`src/rtl/mod_updown_counter_pkg.sv`:
```
// mod_updown_counter_pkg: mode encodings shared by the counter and its testbench
package mod_updown_counter_pkg;
  typedef enum logic [1:0] {
    CNT_UP     = 2'b00,
    CNT_DOWN   = 2'b01,
    CNT_BOUNCE = 2'b10,
    CNT_HOLD   = 2'b11
  } cnt_mode_e;
endpackage

```
`src/rtl/mod_updown_counter_if.sv`:
```
// mod_updown_counter_if: control and status bundle of the modulo-N counter
interface mod_updown_counter_if
  import mod_updown_counter_pkg::*;
#(
  parameter int WIDTH = 4
);
  logic             clr;
  logic             en;
  logic             load;
  logic [WIDTH-1:0] load_val;
  cnt_mode_e        mode;
  logic [WIDTH-1:0] count;
  logic             dir;
  logic             tc;
  logic             ovf;
  modport master (output clr, en, load, load_val, mode, input count, dir, tc, ovf);
  modport slave  (input clr, en, load, load_val, mode, output count, dir, tc, ovf);
endinterface

```
`src/rtl/mod_updown_counter_cnt_next_state.sv`:
```
// cnt_next_state: one-step successor of count/dir for the selected mode
module cnt_next_state
  import mod_updown_counter_pkg::*;
#(
  parameter int WIDTH   = 4,
  parameter int MODULUS = 16
) (
  input  logic [WIDTH-1:0] count,
  input  logic             dir,
  input  cnt_mode_e        mode,
  output logic [WIDTH-1:0] next_count,
  output logic             next_dir,
  output logic             wrap
);
  localparam logic [WIDTH-1:0] MAX = WIDTH'(MODULUS - 1);
  logic at_max, at_zero, going_up, turn;
  // A bounce turn flips dir and steps back, so the post-turn value falls out of the new direction
  always_comb begin
    at_max     = count == MAX;
    at_zero    = count == '0;
    going_up   = (mode == CNT_UP) || (mode == CNT_BOUNCE && dir);
    turn       = going_up ? at_max : at_zero;
    wrap       = (mode != CNT_HOLD) && turn;
    next_dir   = mode == CNT_UP ? 1'b1 : mode == CNT_DOWN ? 1'b0 : mode == CNT_BOUNCE ? dir ^ turn : dir;
    next_count = mode == CNT_HOLD ? count :
                 (mode == CNT_UP && at_max) ? '0 :
                 (mode == CNT_DOWN && at_zero) ? MAX :
                 next_dir ? count + 1'b1 : count - 1'b1;
  end
endmodule

```
`src/rtl/mod_updown_counter.sv`:
```
// mod_updown_counter: modulo-N up/down/bounce counter with load, clear, TC pulse and sticky overflow
module mod_updown_counter
  import mod_updown_counter_pkg::*;
#(
  parameter int WIDTH   = 4,
  parameter int MODULUS = 16
) (
  input logic                  clk,
  input logic                  rst_n,
  mod_updown_counter_if.slave  bus
);
  if (WIDTH < 1 || MODULUS < 2 || MODULUS > (1 << WIDTH)) begin : g_bad_param
    $error("mod_updown_counter: MODULUS must lie in 2..2**WIDTH");
  end
  localparam logic [WIDTH-1:0] MAX = WIDTH'(MODULUS - 1);
  logic [WIDTH-1:0] count_q, count_d, nxt_count;
  logic             dir_q, dir_d, tc_q, tc_d, ovf_q, ovf_d, nxt_dir, wrap, step;
  cnt_next_state #(.WIDTH(WIDTH), .MODULUS(MODULUS)) u_next (
    .count      (count_q),
    .dir        (dir_q),
    .mode       (bus.mode),
    .next_count (nxt_count),
    .next_dir   (nxt_dir),
    .wrap       (wrap)
  );
  // Priority clear > load > step; up/down modes pin dir even on idle edges
  always_comb begin
    step    = bus.en && bus.mode != CNT_HOLD;
    count_d = bus.clr ? '0 : bus.load ? (bus.load_val > MAX ? MAX : bus.load_val) : step ? nxt_count : count_q;
    dir_d   = bus.clr ? 1'b1 : bus.load ? dir_q :
              (step || bus.mode == CNT_UP || bus.mode == CNT_DOWN) ? nxt_dir : dir_q;
    tc_d    = !bus.clr && !bus.load && step && wrap;
    ovf_d   = !bus.clr && (ovf_q || tc_d);
  end
  // State registers, cleared immediately by reset
  always_ff @(posedge clk or negedge rst_n) begin
    if (!rst_n) begin
      count_q <= '0;
      dir_q   <= 1'b1;
      tc_q    <= 1'b0;
      ovf_q   <= 1'b0;
    end else begin
      count_q <= count_d;
      dir_q   <= dir_d;
      tc_q    <= tc_d;
      ovf_q   <= ovf_d;
    end
  end
  assign bus.count = count_q;
  assign bus.dir   = dir_q;
  assign bus.tc    = tc_q;
  assign bus.ovf   = ovf_q;
endmodule

```
`src/flat_wrapper.sv`:
```
// flat-port wrapper written by rule: the top's interface ports become plain ports
module mod_updown_counter_flat import mod_updown_counter_pkg::*;
#(
  parameter int WIDTH   = 4,
  parameter int MODULUS = 16
)
  (clk, rst_n, bus_clr, bus_en, bus_load, bus_load_val, bus_mode, bus_count, bus_dir, bus_tc, bus_ovf);
  mod_updown_counter_if #(.WIDTH(WIDTH)) bus_i ();
  input logic clk;
  input logic rst_n;
  input wire logic [$bits(bus_i.clr)-1:0] bus_clr;
  input wire logic [$bits(bus_i.en)-1:0] bus_en;
  input wire logic [$bits(bus_i.load)-1:0] bus_load;
  input wire logic [$bits(bus_i.load_val)-1:0] bus_load_val;
  input wire logic [$bits(bus_i.mode)-1:0] bus_mode;
  output wire logic [$bits(bus_i.count)-1:0] bus_count;
  output wire logic [$bits(bus_i.dir)-1:0] bus_dir;
  output wire logic [$bits(bus_i.tc)-1:0] bus_tc;
  output wire logic [$bits(bus_i.ovf)-1:0] bus_ovf;
  assign bus_i.clr = bus_clr;
  assign bus_i.en = bus_en;
  assign bus_i.load = bus_load;
  assign bus_i.load_val = bus_load_val;
  assign bus_i.mode = bus_mode;
  assign bus_count = bus_i.count;
  assign bus_dir = bus_i.dir;
  assign bus_tc = bus_i.tc;
  assign bus_ovf = bus_i.ovf;
  mod_updown_counter #(.WIDTH(WIDTH), .MODULUS(MODULUS)) u_core (.clk(clk), .rst_n(rst_n), .bus(bus_i));
endmodule
```
`config.mk`:
```
export PLATFORM = sky130hd
export DESIGN_NAME = mod_updown_counter_flat
export DESIGN_NICKNAME = d
export VERILOG_FILES = /design/src/rtl/mod_updown_counter_pkg.sv /design/src/rtl/mod_updown_counter_if.sv /design/src/rtl/mod_updown_counter_cnt_next_state.sv /design/src/rtl/mod_updown_counter.sv /design/src/flat_wrapper.sv
export SDC_FILE = /design/constraint.sdc
export NUM_CORES = 1
export LEC_CHECK = 0
export CAP_MARGIN = 15
export CORE_MARGIN = 1.5
export CORE_UTILIZATION = 43
export CTS_CLUSTER_DIAMETER = 50
export DETAILED_ROUTE_END_ITERATION = 12
export PLACE_DENSITY_LB_ADDON = 0.12
export SLEW_MARGIN = 20
export SYNTH_ARGS = -nofsm -noshare
export SYNTH_HDL_FRONTEND = slang
export SYNTH_HIERARCHICAL = 1
export SYNTH_SLANG_ARGS = --single-unit
```
`constraint.sdc`:
```
create_clock -name clk -period 2.4 [get_ports clk]
set_clock_uncertainty 0.05 [all_clocks]
set_input_delay 0.24 -clock clk [delete_from_list [all_inputs] [get_ports clk]]
set_output_delay 0.24 -clock clk [all_outputs]
set_load 0.02 [all_outputs]
```
==> results.sh, run 1 <==
export IMPL_synthToLayoutAreaGrowth_pct=44.8
export IMPL_io_buffers=17
export IMPL_slew_viol_final=0
export IMPL_postSynthCellCount=79
export IMPL_cts_buffer_depth=2
export IMPL_cts_tree="built"
export IMPL_die_y_um=43.8
export IMPL_synth_commonest_cells="nor2_1 (16), dfrtp_1 (6), nand2_1 (6)"
export IMPL_setup_violations=0
export IMPL_design_core_area_um2=1520
export IMPL_routed_wl_mm=1.67
export IMPL_drtIter0Drc=22
export IMPL_synth_distinct_cells=35
export IMPL_crit_path_max_fanout=4
export IMPL_worst_path_largest_cell_delay_ps=450
export IMPL_finalHoldViolCount=0
export IMPL_rows=14
export IMPL_dp_hpwl_mm=1.27
export IMPL_timing_rr_start="u_core/bus.count[2]"
export IMPL_power_density_nw_per_um2=480
export IMPL_antenna_found_initial=0
export IMPL_first_pass_iters=4
export IMPL_avgSynthCellArea_um2=9.06
export IMPL_path_class="flip-flop to flip-flop"
export IMPL_dp_cells=121
export IMPL_synth_top_area_share_pct=21.0
export IMPL_first_global_vias=630
export IMPL_post_dp_cell_area_um2=982
export IMPL_fin_crit_sh_pct=97.4
export IMPL_htree_levels=1
export IMPL_gr_usage_all_layers_pct=19.0
export IMPL_timing_fmax_mhz=428
export IMPL_reg2reg_slack_ps=60
export IMPL_r2r_end="u_core/bus.count[2]"
export IMPL_grt_setup_unrepaired="yes"
export IMPL_ant_nets=0
export IMPL_design_area_um2=1040
export IMPL_antenna_cells=0
export IMPL_worstPathCellList="nor4_4, a21oi_2, nand2_1, xnor2_1, ha_2, a21boi_2, a311o_1, o211ai_2, mux2i_1, nor2_1, mux2_4"
export IMPL_die_area_um2=1920
export IMPL_drv_cap=0
export IMPL_syn_num_nets=91
export IMPL_ios=18
export IMPL_grt_first_pass_wirelength_mm=2.67
export IMPL_p_leak_nw=0.467
export IMPL_fin_setup_tns_ps=0
export IMPL_period_minus_slack_ps=2340
export IMPL_timing_final_ws_setup_ps=61.6
export IMPL_synth_flop_cell="dfrtp_1"
export IMPL_stdcell_count=128
export IMPL_grt_max_degree=13
export IMPL_gp_congestion=0.771
export IMPL_status="finished, final reports clean"
export IMPL_tightest_slew_ps=485
export IMPL_via_per_inst=5.45
export IMPL_clk_pin_slew_ps=50
export IMPL_pre_cts_slack_ps=-152
export IMPL_yosysMostFrequentCell="nor2_1"
export IMPL_worstSetupEndpointType="flip-flop"
export IMPL_hp_class="primary input to async pin"
export IMPL_crit_required_ps=2490
export IMPL_critical_path_top_delay_family="compound AO/OA/AOI/OAI gates"
export IMPL_wl_per_cell_um=13.0
export IMPL_final_net_count=125
export IMPL_synth_seq_cells=7
export IMPL_rr_worst_depth=11
export IMPL_clock_latency_ps=250
export IMPL_holdWs_ps=187
export IMPL_die_w_um=43.8
export IMPL_yosysWarningCount=6
export IMPL_vias=698
export IMPL_ir_drop_v=0.000439
export IMPL_cts_buffers=3
export IMPL_arrival_ps=2430
export IMPL_synth_edf_count=0
export IMPL_slowest_stage="dfrtp_2"
export IMPL_clkSinkCount=7
export IMPL_relSlewSlack_pct=67.6
export IMPL_cp_start_kind="flip-flop"
export IMPL_grt_ovfl_total=0
export IMPL_synthesis_area_um2=716
export IMPL_layout_drive_gt1_share_pct=35.7
export IMPL_cp_num_buf_inv=0
export IMPL_synth_area_leaders="dfrtp_1 (21%), mux2_4 (8.4%), nor2_1 (8.4%)"
export IMPL_route_detailed_drc=0
export IMPL_root_buffer="clkbuf_4"
export IMPL_yosysSeqAreaShare_pct=24.7
export IMPL_start_util_pct=47.0
export IMPL_synthArstFlopShare_pct=100
export IMPL_synth_largest_area_cell="dfrtp_1"
sequential cells by signal (all words and copies together) (netlist names):
register and flops:
u_core/bus.count 4, u_core/bus.dir 1, u_core/bus.ovf 1, u_core/bus.tc 1
layer usage:
layer | track usage [%] | routed length [µm] | up-vias
li1 | - | - | 348
met3 | 6.25 | 105 | 0
met2 | 31.8 | 828 | 20
met1 | 24.0 | 732 | 330
met5 | 0 | 0 | -
met4 | 3.64 | 0 | 0
worst max path at each step:
stage | start | end | slack, ps | cells past startpoint
global placement | bus_mode[0] | u_core/bus.count[2] | -150 | 12
detailed placement | bus_mode[0] | u_core/bus.count[2] | -150 | 12
floorplan | u_core/bus.count[1] | u_core/bus.count[2] | 4 | 12
finish | u_core/bus.count[2] | u_core/bus.count[2] | 60 | 11
CTS | u_core/bus.count[0] | u_core/bus.count[2] | 50 | 11
global route | u_core/bus.count[2] | u_core/bus.count[2] | -50 | 11
cells in the final DEF, fill, tap and decap left out, drive strengths merged:
cell / count
nand4: 1
a31oi: 3
or3: 1
nand2b: 3
a21oi: 5
nor4: 1
xor2: 1
dfstp: 1
mux2i: 5
inv: 2
nand3: 2
ha: 1
buf: 17
clkbuf: 4
xnor2: 1
nor3: 1
o22ai: 3
nor2: 17
a311o: 1
nand3b: 1
mux2: 4
o21ai: 1
o211ai: 3
clkdlybuf4s50: 17
a21boi: 2
dfrtp: 6
and3: 1
o31ai: 1
nand2: 6
layout make-up:
type,instances,area (µm²)
multi-input combinational,65,503
fill,131,488
timing repair buffer,34,298
sequential,7,181
clock buffer,4,26.3
tap,16,20.0
inverter,2,7.51
through the flow:
| stage | utilization (%) | power, W |
|---|---|---|
| CTS | 66.2 | 0.000492 |
| finish | 68.0 | 0.000498 |
| global route | 68.0 | 0.000532 |
| floorplan | - | 0.000293 |
| global placement | 64.4 | 0.000377 |
| detailed placement | 64.4 | 0.000380 |
power by group:
part	switching (W)	internal [W]	total, W
Clock	0.0000427	0.0000634	0.000106
Sequential	0.0000226	0.000131	0.000154
Combinational	0.000108	0.000130	0.000238
kinds of logic (layout without fill, tap and decap cells):
kind of cell    Yosys count  in the layout  share of synthesized area [%]
buf+inv                   7             40                           5.42
mux                       9              9                           15.4
flops                     7              7                           24.7
compound gates           19             19                           21.3
fa+ha+maj                 1              1                           1.75
xor+xnor                  2              2                           2.45
simple gates             34             34                           29.0
repair_timing:
action | CTS | global route
hold buffers | 0 | 0
endpoints found under the setup margin | 0 | 1
buffers inserted | 0 | 3
resized for setup | 0 | 3
Power figures use the tool's default switching activity.
==> run 2: changes to the inputs <==
==> constraint.sdc (replaced) <==
create_clock -name clk -period 1.87 [get_ports clk]
set_clock_uncertainty 0.05 [all_clocks]
set_input_delay 0.187 -clock clk [delete_from_list [all_inputs] [get_ports clk]]
set_output_delay 0.187 -clock clk [all_outputs]
set_load 0.02 [all_outputs]
==> run 2 against run 1 <==
Compared with the run above: the flow now finishes with violations (negative setup slack); register-to-register slack got worse by 570 ps; first-iteration DRC count increased by 4.5%; worst hold slack got worse by 38 ps; global-route usage is 5.2 points higher; largest power group unchanged.
==> results.sh, run 2 (same netlist as run 1, synthesis figures left out) <==
export IMPL_antenna_cells=0
export IMPL_route_detailed_drc=0
export IMPL_dp_cells=130
export IMPL_cp_start_kind="flip-flop"
export IMPL_die_area_um2=1920
export IMPL_slew_viol_final=0
export IMPL_crit_path_max_fanout=3
export IMPL_path_class="flip-flop to flip-flop"
export IMPL_crit_required_ps=1960
export IMPL_drv_cap=0
export IMPL_gr_usage_all_layers_pct=24.2
export IMPL_wl_per_cell_um=15.1
export IMPL_worst_path_largest_cell_delay_ps=450
export IMPL_fin_setup_tns_ps=-1360
export IMPL_finalHoldViolCount=0
export IMPL_vias=804
export IMPL_drtIter0Drc=23
export IMPL_violations="negative setup slack"
export IMPL_stdcell_count=145
export IMPL_worstPathCellList="nor4_4, a21oi_2, nand2_2, xnor2_2, ha_4, a21boi_4, a31oi_1, o211ai_2, mux2i_1, nor2_1, mux2_4"
export IMPL_clk_pin_slew_ps=50
export IMPL_design_core_area_um2=1520
export IMPL_p_leak_nw=0.571
export IMPL_root_buffer="clkbuf_4"
export IMPL_cts_tree="built"
export IMPL_timing_final_ws_setup_ps=-511
export IMPL_relSlewSlack_pct=69.0
export IMPL_final_cell_mix="buf_4 (32), clkdlybuf4s50_1 (16), nor2_1 (15)"
export IMPL_holdWs_ps=149
export IMPL_ir_drop_v=0.000647
export IMPL_routed_wl_mm=2.19
export IMPL_grt_setup_unrepaired="yes"
export IMPL_cp_num_buf_inv=0
export IMPL_critical_path_top_delay_family="compound AO/OA/AOI/OAI gates"
export IMPL_rows=14
export IMPL_status="finished with violations"
export IMPL_dp_hpwl_mm=1.46
export IMPL_arrival_ps=2470
export IMPL_cts_buffers=3
export IMPL_clkSinkCount=7
export IMPL_htree_levels=1
export IMPL_die_w_um=43.8
export IMPL_grt_first_pass_wirelength_mm=3.42
export IMPL_die_y_um=43.8
export IMPL_layout_drive_gt1_share_pct=51.2
export IMPL_hp_class="primary input to async pin"
export IMPL_power_density_nw_per_um2=622
export IMPL_start_util_pct=47.0
export IMPL_ant_nets=0
export IMPL_first_pass_iters=5
export IMPL_largest_register_ffs=4
export IMPL_grt_max_degree=13
export IMPL_layout_commonest_cell="buf_4"
export IMPL_clock_latency_ps=250
export IMPL_tightest_slew_ps=463
export IMPL_cts_hold_buf=0
export IMPL_antenna_found_initial=0
export IMPL_final_net_count=142
export IMPL_io_buffers=17
export IMPL_ios=18
export IMPL_setup_violations=4
export IMPL_via_per_inst=5.54
export IMPL_slowest_stage="dfrtp_2"
export IMPL_first_global_vias=753
export IMPL_cts_buffer_depth=2
export IMPL_grt_ovfl_total=0
export IMPL_fillCellCount=84
export IMPL_period_minus_slack_ps=2380
export IMPL_fin_crit_sh_pct=127
export IMPL_power_w=0.000773
export IMPL_gp_congestion=0.775
export IMPL_synthToLayoutAreaGrowth_pct=73.8
export IMPL_worstSetupEndpointType="flip-flop"
export IMPL_timing_fmax_mhz=420
[run 2: cell count changes in the layout (fill, tap and decap cells not counted), sizes merged]
cell and delta:
buf +17, clkdlybuf4s50 -1, dlygate4sd2 +1
[run 2: cell type report]
type / count / area [µm²] / area share (%)
flip-flops and latches: 7 / 181 / 14.6
repair buffers: 51 / 432 / 34.7
well taps: 16 / 20.0 / 1.61
inverters: 2 / 7.51 / 0.604
multi-input cells: 65 / 577 / 46.4
clock buffers: 4 / 26.3 / 2.11
[run 2: stage by stage]
step           util [%]  cell area, µm²  worst slack, ps
2_1_floorplan         -             723             -480
3_3_place_gp       69.0            1050             -576
3_5_place_dp       69.0            1050             -710
4_1_cts            75.8            1150             -507
5_1_grt            81.6            1240             -614
6_report           81.6            1240             -511
[run 2: report_power, final]
part	switching (W)	internal (W)	total, W
sequential	0.0000245	0.000168	0.000193
combinational	0.000194	0.000245	0.000439
clock	0.0000597	0.0000817	0.000141
[run 2: path summary, 6_finish.rpt]
| check | slack [ps] | cells after the start | endpoint | startpoint |
|---|---|---|---|---|
| max | -510 | 11 | u_core/bus.count[2] | u_core/bus.count[0] |
| min | 150 | 1 | u_core/bus.tc | rst_n |
| max reg2reg | -510 | 11 | u_core/bus.count[2] | u_core/bus.count[0] |
| min reg2reg | 460 | 2 | u_core/bus.ovf | u_core/bus.ovf |
| max in group asynchronous | 1330 | 1 | u_core/bus.dir | rst_n |
| min in group clk | 460 | 2 | u_core/bus.ovf | u_core/bus.ovf |
[run 2: worst register-to-register path: stages, from the launching register on]
cell and delay (ps):
dfrtp_2 450, nor4_4 340, a21oi_2 110, nand2_2 90, xnor2_2 80, ha_4 170, a21boi_4 130, a31oi_1 210
o211ai_2 140, mux2i_1 170, nor2_1 70, mux2_4 260
[run 2: routing by layer]
| metal | GRT usage [%] | wire, µm | vias to the layer above |
|---|---|---|---|
| li1 | - | - | 388 |
| met1 | 31.5 | 878 | 377 |
| met2 | 38.8 | 1110 | 33 |
| met3 | 6.25 | 125 | 6 |
| met4 | 7.88 | 70 | 0 |
| met5 | 0 | 0 | - |
[run 2: timing repair]
action | CTS | global route
endpoints found under the setup margin | 3 | 4
gates resized for setup | 4 | 13
pin swaps | 6 | 9
setup buffers | 9 | 2
